File: src/rtl/operand_fetch_stage_pkg.sv
// CMP ISA definitions shared by the ID stage: opcodes, instruction field positions,
// ppp lane-select encodings and the ID/EX pipeline register layout.
package cmp_isa_pkg;

  localparam int unsigned DATA_WIDTH = 64;
  localparam int unsigned ADDR_WIDTH = 5;

  typedef enum logic [5:0] {
    OP_VLD   = 6'b100000,
    OP_VSD   = 6'b100001,
    OP_VBEZ  = 6'b100010,
    OP_VBNEZ = 6'b100011,
    OP_RTYPE = 6'b101010,
    OP_NOP   = 6'b111100
  } opcode_e;

  typedef enum logic [2:0] {
    PPP_ALL   = 3'b000,
    PPP_UPPER = 3'b001,
    PPP_LOWER = 3'b010,
    PPP_EVEN  = 3'b011,
    PPP_ODD   = 3'b100
  } ppp_e;

  // Fields are documented MSB-first (bit 0 = MSB); these are the LSB-0 slice bounds.
  localparam int unsigned OPC_MSB  = 31;
  localparam int unsigned OPC_LSB  = 26;
  localparam int unsigned RD_MSB   = 25;
  localparam int unsigned RD_LSB   = 21;
  localparam int unsigned RA_MSB   = 20;
  localparam int unsigned RA_LSB   = 16;
  localparam int unsigned RB_MSB   = 15;
  localparam int unsigned RB_LSB   = 11;
  localparam int unsigned PPP_MSB  = 10;
  localparam int unsigned PPP_LSB  = 8;
  localparam int unsigned WW_MSB   = 7;
  localparam int unsigned WW_LSB   = 6;
  localparam int unsigned FUNC_MSB = 5;
  localparam int unsigned FUNC_LSB = 0;
  localparam int unsigned IMM_MSB  = 15;
  localparam int unsigned IMM_LSB  = 0;

  typedef struct packed {
    logic                  valid;
    logic                  we;
    logic                  mem_rd;
    logic                  mem_wr;
    logic [ADDR_WIDTH-1:0] rd;
    ppp_e                  ppp;
    logic [1:0]            ww;
    logic [5:0]            func;
    logic [15:0]           imm;
    logic [DATA_WIDTH-1:0] op_a;
    logic [DATA_WIDTH-1:0] op_b;
  } idex_t;

endpackage

File: src/rtl/operand_fetch_stage_if.sv
// ID-stage bus bundle: IF/ID input, register-file read ports, EX/MEM writer info and ID/EX outputs.
// slave = the ID stage, master = the surrounding pipeline.
interface operand_fetch_stage_if #(
  parameter int unsigned DATA_WIDTH  = 64,
  parameter int unsigned ADDR_WIDTH  = 5,
  parameter int unsigned INSTR_WIDTH = 32,
  parameter int unsigned PC_WIDTH    = 16
);
  logic                   if_valid;
  logic [INSTR_WIDTH-1:0] if_instr;
  logic                   stall_in;
  logic                   exmem_we;
  logic [ADDR_WIDTH-1:0]  exmem_rd;
  logic [ADDR_WIDTH-1:0]  rf_addr_rd_0;
  logic [ADDR_WIDTH-1:0]  rf_addr_rd_1;
  logic [DATA_WIDTH-1:0]  rf_data_0;
  logic [DATA_WIDTH-1:0]  rf_data_1;
  logic                   stall_out;
  logic                   branch_taken;
  logic [PC_WIDTH-1:0]    branch_target;
  logic                   ex_valid;
  logic                   ex_we;
  logic                   ex_mem_rd;
  logic                   ex_mem_wr;
  logic [ADDR_WIDTH-1:0]  ex_rd;
  logic [2:0]             ex_ppp;
  logic [1:0]             ex_ww;
  logic [5:0]             ex_func;
  logic [15:0]            ex_imm;
  logic [DATA_WIDTH-1:0]  ex_op_a;
  logic [DATA_WIDTH-1:0]  ex_op_b;

  modport slave (
    input  if_valid, if_instr, stall_in, exmem_we, exmem_rd, rf_data_0, rf_data_1,
    output rf_addr_rd_0, rf_addr_rd_1, stall_out, branch_taken, branch_target,
           ex_valid, ex_we, ex_mem_rd, ex_mem_wr, ex_rd, ex_ppp, ex_ww, ex_func,
           ex_imm, ex_op_a, ex_op_b
  );

  modport master (
    output if_valid, if_instr, stall_in, exmem_we, exmem_rd, rf_data_0, rf_data_1,
    input  rf_addr_rd_0, rf_addr_rd_1, stall_out, branch_taken, branch_target,
           ex_valid, ex_we, ex_mem_rd, ex_mem_wr, ex_rd, ex_ppp, ex_ww, ex_func,
           ex_imm, ex_op_a, ex_op_b
  );
endinterface

File: src/rtl/operand_fetch_stage_hazard_unit.sv
// RAW hazard detect: a used source matching an in-flight writer in EX or MEM.
// WB is covered by register-file internal forwarding, so it is not checked here.
module hazard_unit #(
  parameter int unsigned ADDR_WIDTH = cmp_isa_pkg::ADDR_WIDTH
) (
  input  logic                  valid_i,
  input  logic                  use0_i,
  input  logic                  use1_i,
  input  logic [ADDR_WIDTH-1:0] src0_i,
  input  logic [ADDR_WIDTH-1:0] src1_i,
  input  logic                  ex_valid_i,
  input  logic                  ex_we_i,
  input  logic [ADDR_WIDTH-1:0] ex_rd_i,
  input  logic                  exmem_we_i,
  input  logic [ADDR_WIDTH-1:0] exmem_rd_i,
  output logic                  hazard_o
);
  import cmp_isa_pkg::*;

  logic ex_wr, hit0, hit1;

  always_comb begin
    ex_wr    = ex_valid_i & ex_we_i;
    hit0     = (ex_wr & (src0_i == ex_rd_i)) | (exmem_we_i & (src0_i == exmem_rd_i));
    hit1     = (ex_wr & (src1_i == ex_rd_i)) | (exmem_we_i & (src1_i == exmem_rd_i));
    hazard_o = valid_i & ((use0_i & hit0) | (use1_i & hit1));
  end
endmodule

File: src/rtl/operand_fetch_stage.sv
// Decode/operand-fetch stage: RF read addressing, RAW stall, ID-resolved branches, ID/EX register.
// Optional OPERAND_FETCH_STALL_CNT_EN adds a saturating hazard-stall counter output.
module operand_fetch_stage #(
  parameter int unsigned DATA_WIDTH  = cmp_isa_pkg::DATA_WIDTH,
  parameter int unsigned ADDR_WIDTH  = cmp_isa_pkg::ADDR_WIDTH,
  parameter int unsigned INSTR_WIDTH = 32,
  parameter int unsigned PC_WIDTH    = 16
) (
  input  logic                clk,
  input  logic                reset,
  operand_fetch_stage_if.slave bus
`ifdef OPERAND_FETCH_STALL_CNT_EN
  ,
  output logic [31:0]         stall_count
`endif
);
  import cmp_isa_pkg::*;

  logic [INSTR_WIDTH-1:0] instr;
  logic [5:0]             opc;
  logic [ADDR_WIDTH-1:0]  f_rd, f_ra, f_rb;
  logic [DATA_WIDTH-1:0]  data0;
  logic use0, use1, dec_we, dec_mrd, dec_mwr, is_bez, is_bnez, src0_is_rd;
  logic hazard;
  idex_t idex_q, idex_d;

  assign instr = bus.if_instr;
  assign data0 = bus.rf_data_0;

  always_comb begin
    opc        = instr[OPC_MSB:OPC_LSB];
    f_rd       = instr[RD_MSB:RD_LSB];
    f_ra       = instr[RA_MSB:RA_LSB];
    f_rb       = instr[RB_MSB:RB_LSB];
    use0       = 1'b0;
    use1       = 1'b0;
    dec_we     = 1'b0;
    dec_mrd    = 1'b0;
    dec_mwr    = 1'b0;
    is_bez     = 1'b0;
    is_bnez    = 1'b0;
    src0_is_rd = 1'b0;
    case (opc)
      OP_RTYPE: begin use0 = 1'b1; use1 = 1'b1; dec_we = 1'b1; end
      OP_VLD:   begin dec_we = 1'b1; dec_mrd = 1'b1; end
      OP_VSD:   begin use0 = 1'b1; src0_is_rd = 1'b1; dec_mwr = 1'b1; end
      OP_VBEZ:  begin use0 = 1'b1; src0_is_rd = 1'b1; is_bez = 1'b1; end
      OP_VBNEZ: begin use0 = 1'b1; src0_is_rd = 1'b1; is_bnez = 1'b1; end
      default:  ;
    endcase
  end

  assign bus.rf_addr_rd_0 = src0_is_rd ? f_rd : f_ra;
  assign bus.rf_addr_rd_1 = f_rb;

  hazard_unit #(.ADDR_WIDTH(ADDR_WIDTH)) u_hazard (
    .valid_i    (bus.if_valid),
    .use0_i     (use0),
    .use1_i     (use1),
    .src0_i     (bus.rf_addr_rd_0),
    .src1_i     (bus.rf_addr_rd_1),
    .ex_valid_i (idex_q.valid),
    .ex_we_i    (idex_q.we),
    .ex_rd_i    (idex_q.rd),
    .exmem_we_i (bus.exmem_we),
    .exmem_rd_i (bus.exmem_rd),
    .hazard_o   (hazard)
  );

  assign bus.stall_out     = hazard | bus.stall_in;
  assign bus.branch_taken  = bus.if_valid & ~bus.stall_out &
                             ((is_bez & (data0 == '0)) | (is_bnez & (data0 != '0)));
  assign bus.branch_target = PC_WIDTH'(instr[IMM_MSB:IMM_LSB]);

  // Branches always leave a bubble whether taken or not; their work is done in ID.
  always_comb begin
    idex_d = idex_q;
    if (!bus.stall_in) begin
      if (hazard || is_bez || is_bnez || !bus.if_valid) begin
        idex_d = '0;
      end else begin
        idex_d.valid  = 1'b1;
        idex_d.we     = dec_we;
        idex_d.mem_rd = dec_mrd;
        idex_d.mem_wr = dec_mwr;
        idex_d.rd     = f_rd;
        idex_d.ppp    = ppp_e'(instr[PPP_MSB:PPP_LSB]);
        idex_d.ww     = instr[WW_MSB:WW_LSB];
        idex_d.func   = instr[FUNC_MSB:FUNC_LSB];
        idex_d.imm    = instr[IMM_MSB:IMM_LSB];
        idex_d.op_a   = bus.rf_data_0;
        idex_d.op_b   = bus.rf_data_1;
      end
    end
  end

  always_ff @(posedge clk or posedge reset) begin
    if (reset) idex_q <= '0;
    else       idex_q <= idex_d;
  end

  assign bus.ex_valid  = idex_q.valid;
  assign bus.ex_we     = idex_q.we;
  assign bus.ex_mem_rd = idex_q.mem_rd;
  assign bus.ex_mem_wr = idex_q.mem_wr;
  assign bus.ex_rd     = idex_q.rd;
  assign bus.ex_ppp    = idex_q.ppp;
  assign bus.ex_ww     = idex_q.ww;
  assign bus.ex_func   = idex_q.func;
  assign bus.ex_imm    = idex_q.imm;
  assign bus.ex_op_a   = idex_q.op_a;
  assign bus.ex_op_b   = idex_q.op_b;

`ifdef OPERAND_FETCH_STALL_CNT_EN
  logic [31:0] stall_cnt_q, stall_cnt_d;

  always_comb begin
    stall_cnt_d = stall_cnt_q;
    if (hazard && !bus.stall_in && (stall_cnt_q != '1))
      stall_cnt_d = stall_cnt_q + 32'd1;
  end

  always_ff @(posedge clk or posedge reset) begin
    if (reset) stall_cnt_q <= '0;
    else       stall_cnt_q <= stall_cnt_d;
  end

  assign stall_count = stall_cnt_q;
`endif
endmodule

File: src/flat_wrapper.sv
// flat-port wrapper written by rule: the top's interface ports become plain ports
module operand_fetch_stage_flat import cmp_isa_pkg::*;
#(
  parameter int unsigned DATA_WIDTH  = cmp_isa_pkg::DATA_WIDTH,
  parameter int unsigned ADDR_WIDTH  = cmp_isa_pkg::ADDR_WIDTH,
  parameter int unsigned INSTR_WIDTH = 32,
  parameter int unsigned PC_WIDTH    = 16
)
  (clk, reset, bus_if_valid, bus_if_instr, bus_stall_in, bus_exmem_we, bus_exmem_rd, bus_rf_data_0, bus_rf_data_1, bus_rf_addr_rd_0, bus_rf_addr_rd_1, bus_stall_out, bus_branch_taken, bus_branch_target, bus_ex_valid, bus_ex_we, bus_ex_mem_rd, bus_ex_mem_wr, bus_ex_rd, bus_ex_ppp, bus_ex_ww, bus_ex_func, bus_ex_imm, bus_ex_op_a, bus_ex_op_b);
  operand_fetch_stage_if #(.DATA_WIDTH(DATA_WIDTH), .ADDR_WIDTH(ADDR_WIDTH), .INSTR_WIDTH(INSTR_WIDTH), .PC_WIDTH(PC_WIDTH)) bus_i ();
  input  logic clk;
  input  logic reset;
  input wire logic [$bits(bus_i.if_valid)-1:0] bus_if_valid;
  input wire logic [$bits(bus_i.if_instr)-1:0] bus_if_instr;
  input wire logic [$bits(bus_i.stall_in)-1:0] bus_stall_in;
  input wire logic [$bits(bus_i.exmem_we)-1:0] bus_exmem_we;
  input wire logic [$bits(bus_i.exmem_rd)-1:0] bus_exmem_rd;
  input wire logic [$bits(bus_i.rf_data_0)-1:0] bus_rf_data_0;
  input wire logic [$bits(bus_i.rf_data_1)-1:0] bus_rf_data_1;
  output wire logic [$bits(bus_i.rf_addr_rd_0)-1:0] bus_rf_addr_rd_0;
  output wire logic [$bits(bus_i.rf_addr_rd_1)-1:0] bus_rf_addr_rd_1;
  output wire logic [$bits(bus_i.stall_out)-1:0] bus_stall_out;
  output wire logic [$bits(bus_i.branch_taken)-1:0] bus_branch_taken;
  output wire logic [$bits(bus_i.branch_target)-1:0] bus_branch_target;
  output wire logic [$bits(bus_i.ex_valid)-1:0] bus_ex_valid;
  output wire logic [$bits(bus_i.ex_we)-1:0] bus_ex_we;
  output wire logic [$bits(bus_i.ex_mem_rd)-1:0] bus_ex_mem_rd;
  output wire logic [$bits(bus_i.ex_mem_wr)-1:0] bus_ex_mem_wr;
  output wire logic [$bits(bus_i.ex_rd)-1:0] bus_ex_rd;
  output wire logic [$bits(bus_i.ex_ppp)-1:0] bus_ex_ppp;
  output wire logic [$bits(bus_i.ex_ww)-1:0] bus_ex_ww;
  output wire logic [$bits(bus_i.ex_func)-1:0] bus_ex_func;
  output wire logic [$bits(bus_i.ex_imm)-1:0] bus_ex_imm;
  output wire logic [$bits(bus_i.ex_op_a)-1:0] bus_ex_op_a;
  output wire logic [$bits(bus_i.ex_op_b)-1:0] bus_ex_op_b;
  assign bus_i.if_valid = bus_if_valid;
  assign bus_i.if_instr = bus_if_instr;
  assign bus_i.stall_in = bus_stall_in;
  assign bus_i.exmem_we = bus_exmem_we;
  assign bus_i.exmem_rd = bus_exmem_rd;
  assign bus_i.rf_data_0 = bus_rf_data_0;
  assign bus_i.rf_data_1 = bus_rf_data_1;
  assign bus_rf_addr_rd_0 = bus_i.rf_addr_rd_0;
  assign bus_rf_addr_rd_1 = bus_i.rf_addr_rd_1;
  assign bus_stall_out = bus_i.stall_out;
  assign bus_branch_taken = bus_i.branch_taken;
  assign bus_branch_target = bus_i.branch_target;
  assign bus_ex_valid = bus_i.ex_valid;
  assign bus_ex_we = bus_i.ex_we;
  assign bus_ex_mem_rd = bus_i.ex_mem_rd;
  assign bus_ex_mem_wr = bus_i.ex_mem_wr;
  assign bus_ex_rd = bus_i.ex_rd;
  assign bus_ex_ppp = bus_i.ex_ppp;
  assign bus_ex_ww = bus_i.ex_ww;
  assign bus_ex_func = bus_i.ex_func;
  assign bus_ex_imm = bus_i.ex_imm;
  assign bus_ex_op_a = bus_i.ex_op_a;
  assign bus_ex_op_b = bus_i.ex_op_b;
  operand_fetch_stage #(.DATA_WIDTH(DATA_WIDTH), .ADDR_WIDTH(ADDR_WIDTH), .INSTR_WIDTH(INSTR_WIDTH), .PC_WIDTH(PC_WIDTH)) u_core (.clk(clk), .reset(reset), .bus(bus_i));
endmodule
File: config.mk
export PLATFORM = sky130hd
export DESIGN_NAME = operand_fetch_stage_flat
export DESIGN_NICKNAME = d
export VERILOG_FILES = /design/src/rtl/operand_fetch_stage_pkg.sv /design/src/rtl/operand_fetch_stage_if.sv /design/src/rtl/operand_fetch_stage_hazard_unit.sv /design/src/rtl/operand_fetch_stage.sv /design/src/flat_wrapper.sv
export SDC_FILE = /design/constraint.sdc
export NUM_CORES = 1
export LEC_CHECK = 0
export ABC_AREA = 0
export CAP_MARGIN = 20
export CORE_MARGIN = 3
export CORE_UTILIZATION = 30
export CTS_CLUSTER_SIZE = 25
export DETAILED_ROUTE_END_ITERATION = 8
export PLACE_DENSITY = 0.7
export SYNTH_ARGS = -nofsm -noshare
export SYNTH_HDL_FRONTEND = slang
export SYNTH_HIERARCHICAL = 1
export SYNTH_SLANG_ARGS = --single-unit
File: constraint.sdc
create_clock -name clk -period 8.05 [get_ports clk]
set_input_delay 2.415 -clock clk [delete_from_list [all_inputs] [get_ports clk]]
set_output_delay 2.415 -clock clk [all_outputs]
set_load 0.005 [all_outputs]
==> impl_metrics.csv <==
group,metric,value,unit
detailed_routing,drt_iter0_drc,168,
yosys,synth_seq_cells,153,
yosys,yosysWarnings,6,
global_routing,grt-ovfl-total,0,
sta,worst_slack,0.174,ns
yosys,syn_inst,448,
sta,tightest_slew,0.955,ns
sta,fmax,127,MHz
global_routing,gr-usage-all-layers,17.7,%
detailed_routing,drtPass1Iterations,4,
place,gp_congestion,0.856,
yosys,synth.most_common_cell,"dfrtp_1",
detailed_routing,routed-via-count,5135,
place,port_buffers,361,
detailed_routing,drc,0,
yosys,synth_fp_nets,618,
yosys,synth_common_cells,"dfrtp_1 (153), a22o_1 (151), buf_4 (32), nor4_1 (21), xor2_1 (19)",
floorplanning,fp-row-count,51,
cells_and_area,drive_gt1_share,7.69,%
floorplanning,ioPinCount,362,
detailed_routing,wl,20300,um
detailed_routing,drtAntennaViolNets,0,
yosys,syn-cell-area,6100,um^2
global_routing,grt_first_pass_wirelength,30700,um
yosys,synth_top_area_share,62.8,%
cts,ctsHoldBuffers,0,
cts,path_clk_slew,0.06,ns
detailed_routing,viasPerCell,4.85,
cts,cts_root_buf,"clkbuf_16",
yosys,synth.top_cells.by_area,"dfrtp_1 (63%), a22o_1 (22%), buf_4 (3.9%)",
floorplanning,die_h,149,um
sta,timing.final.crit_share,97.8,%
yosys,synth-edff-count,0,
cells_and_area,nets,950,
sta,fin_skew,0.0133,ns
sta,min_period,7.88,ns
global_routing,grt_start_max_net_pins,81,
floorplanning,dieArea,22100,um^2
yosys,synth.avg_cell_area,13.6,um^2
setup_path,crit_fanout,6,
worst_hold_path,hold_class,"flop to flop",
yosys,async_reset_ff_share,100,%
pwr,leakage,4.50,nW
setup_path,worst-setup-path-type,"primary input to primary output",
detailed_routing,wl_per_cell,19.1,um
sta,report.final.hold_viol_count,0,
worst_hold_path,worstHoldStart,"u_core/bus.ex_op_b[5]",
floorplanning,initial_core_util,30.9,%
cts,numCtsBuffers,17,
sta,hold_ws,0.508,ns
pwr,peakVddDrop,0.127,mV
floorplanning,core-area,19700,um^2
yosys,synth_top_area_cell,"dfrtp_1",
yosys,synth_ff_type,"dfrtp_1",
cts,clk_latency,0.42,ns
yosys,synth_cell_types,27,
cells_and_area,multiInputGateArea,1900,um^2
setup_path,critPathCaptureType,"primary output",
cells_and_area,area_growth,70.4,%
cts,cts.path.max_buffers,2,
sta,setup_violations,0,
cts,htree_levels,4,
sta,drv_slew,0,
setup_path,crit_arrival,5.46,ns
run_status,status,"finished clean",
pwr,p_per_area,194,nW/um^2
global_routing,grt_pass1_vias,5376,
setup_path,cp-start-kind,"primary input",
global_routing,antenna_found_initial,1,
sta,slew_headroom,36.3,%
yosys,ys_seq_area_share,62.8,%
cts,cts.sinks,153,
cells_and_area,nFillCells,1703,
place,dpl.hpwl,14700,um
cts,tritoncts,"built",
job,cap_violations,0,
setup_path,r2r_start,"u_core/bus.ex_rd[4]",
cells_and_area,ff_latch_area,3830,um^2
floorplanning,die_w,149,um
setup_path,crit_start,"bus_if_instr[28]",
setup_path,cp_data_required_time,5.64,ns
sta,rsz0062_at_grt,"no",
place,post-place-ws,-0.136,ns
==> kinds of logic after synthesis <==
kind of cell / synth area share, %
AO/OA/AOI/OAI: 22.5
XOR/XNOR: 3.02
buffers and inverters: 6.56
flip-flops: 62.8
multiplexers: 0.923
AND/OR/NAND/NOR: 4.18
==> worst paths after layout <==
path	endpoint	slack, ns	cells past startpoint
setup / recovery	bus_branch_taken	0.17	15
hold / removal	u_core/bus.ex_op_b[5]	0.51	1
setup reg to reg	u_core/bus.ex_op_b[41]	5.49	10
hold reg to reg	u_core/bus.ex_op_b[5]	0.51	1
max in group asynchronous	u_core/bus.ex_op_b[8]	4.08	3
min in group asynchronous	u_core/bus.ex_op_b[47]	2.48	2
==> cell type report <==
class | count | share of cell area, %
Antenna cell | 1 | 0.0241
Clock buffer | 19 | 4.16
Clock inverter | 13 | 1.30
Tap cell | 265 | 3.19
Multi-Input combinational cell | 227 | 18.3
Sequential cell | 153 | 36.8
Inverter | 3 | 0.156
Timing Repair Buffer | 378 | 36.0
==> cell usage in the layout, fill, tap and decap left out, types with 2 or more instances in the layout <==
cell type / instances
a22o_1: 151
clkdlybuf4s50_1: 358
nor2_1: 4
dfrtp_1: 153
inv_1: 2
xor2_1: 19
nand4_1: 4
inv_8: 2
nand2_1: 7
inv_6: 6
buf_4: 17
a32oi_1: 2
clkbuf_1: 2
xnor2_1: 2
clkbuf_16: 17
clkinvlp_4: 4
nor4_1: 20
mux2_4: 4
==> metal layers <==
metal	wire length, um	GRT usage, %
met1	8050	21.0
met2	10200	29.8
met3	1790	6.55
met4	283	5.68
met5	0	0
==> state kept, by name, summed over array words and instances (netlist names) <==
signal,flops
u_core/bus.ex_func,5
u_core/bus.ex_valid,1
u_core/bus.ex_ppp,2
u_core/bus.ex_op_a,64
u_core/bus.ex_op_b,64
u_core/bus.ex_ww,1
u_core/bus.ex_mem_wr,1
u_core/bus.ex_imm,8
u_core/bus.ex_we,1
u_core/bus.ex_rd,5
u_core/bus.ex_mem_rd,1
==> power breakdown <==
part / switching [W] / internal [W] / leakage [nW]
combinational: 0.000131 / 0.000248 / 2.24
sequential: 0.0000368 / 0.000828 / 2.00
clock: 0.000342 / 0.000436 / 0.265
total: 0.000510 / 0.00151 / 4.50
==> what timing repair did <==
item	CTS	global route
endpoints found under the hold margin	0	0
setup endpoints to repair	1	1
pin swaps	2	6
gates resized for setup	3	6
setup buffers	2	2
==> stage by stage <==
step,cell area [um^2],instances,setup TNS (ns),total power [W],utilization [%]
after global routing,10400,1059,0,0.00211,52.7
final,10400,1059,0,0.00202,52.7
after CTS,10400,1056,0,0.00205,52.5
after global placement,9760,1022,-0.0621,0.00126,49.5
after floorplan,6100,448,0,0.000999,-
after detailed placement,9760,1022,-0.136,0.00126,49.5
==> critical path, stage by stage <==
cell and delay [ns]:
clkdlybuf4s50_1 0.43, or3b_4 0.44, nor3_4 0.19, buf_6 0.15
buf_4 0.11, mux2_4 0.31, xor2_1 0.20, nor4_2 0.07
a32oi_1 0.17, o22ai_1 0.10, nor2_1 0.14, nand2_1 0.11
nor3_2 0.19, and3_1 0.17, dlygate4sd2_1 0.25
No activity file was read; power rests on OpenSTA's default activity.
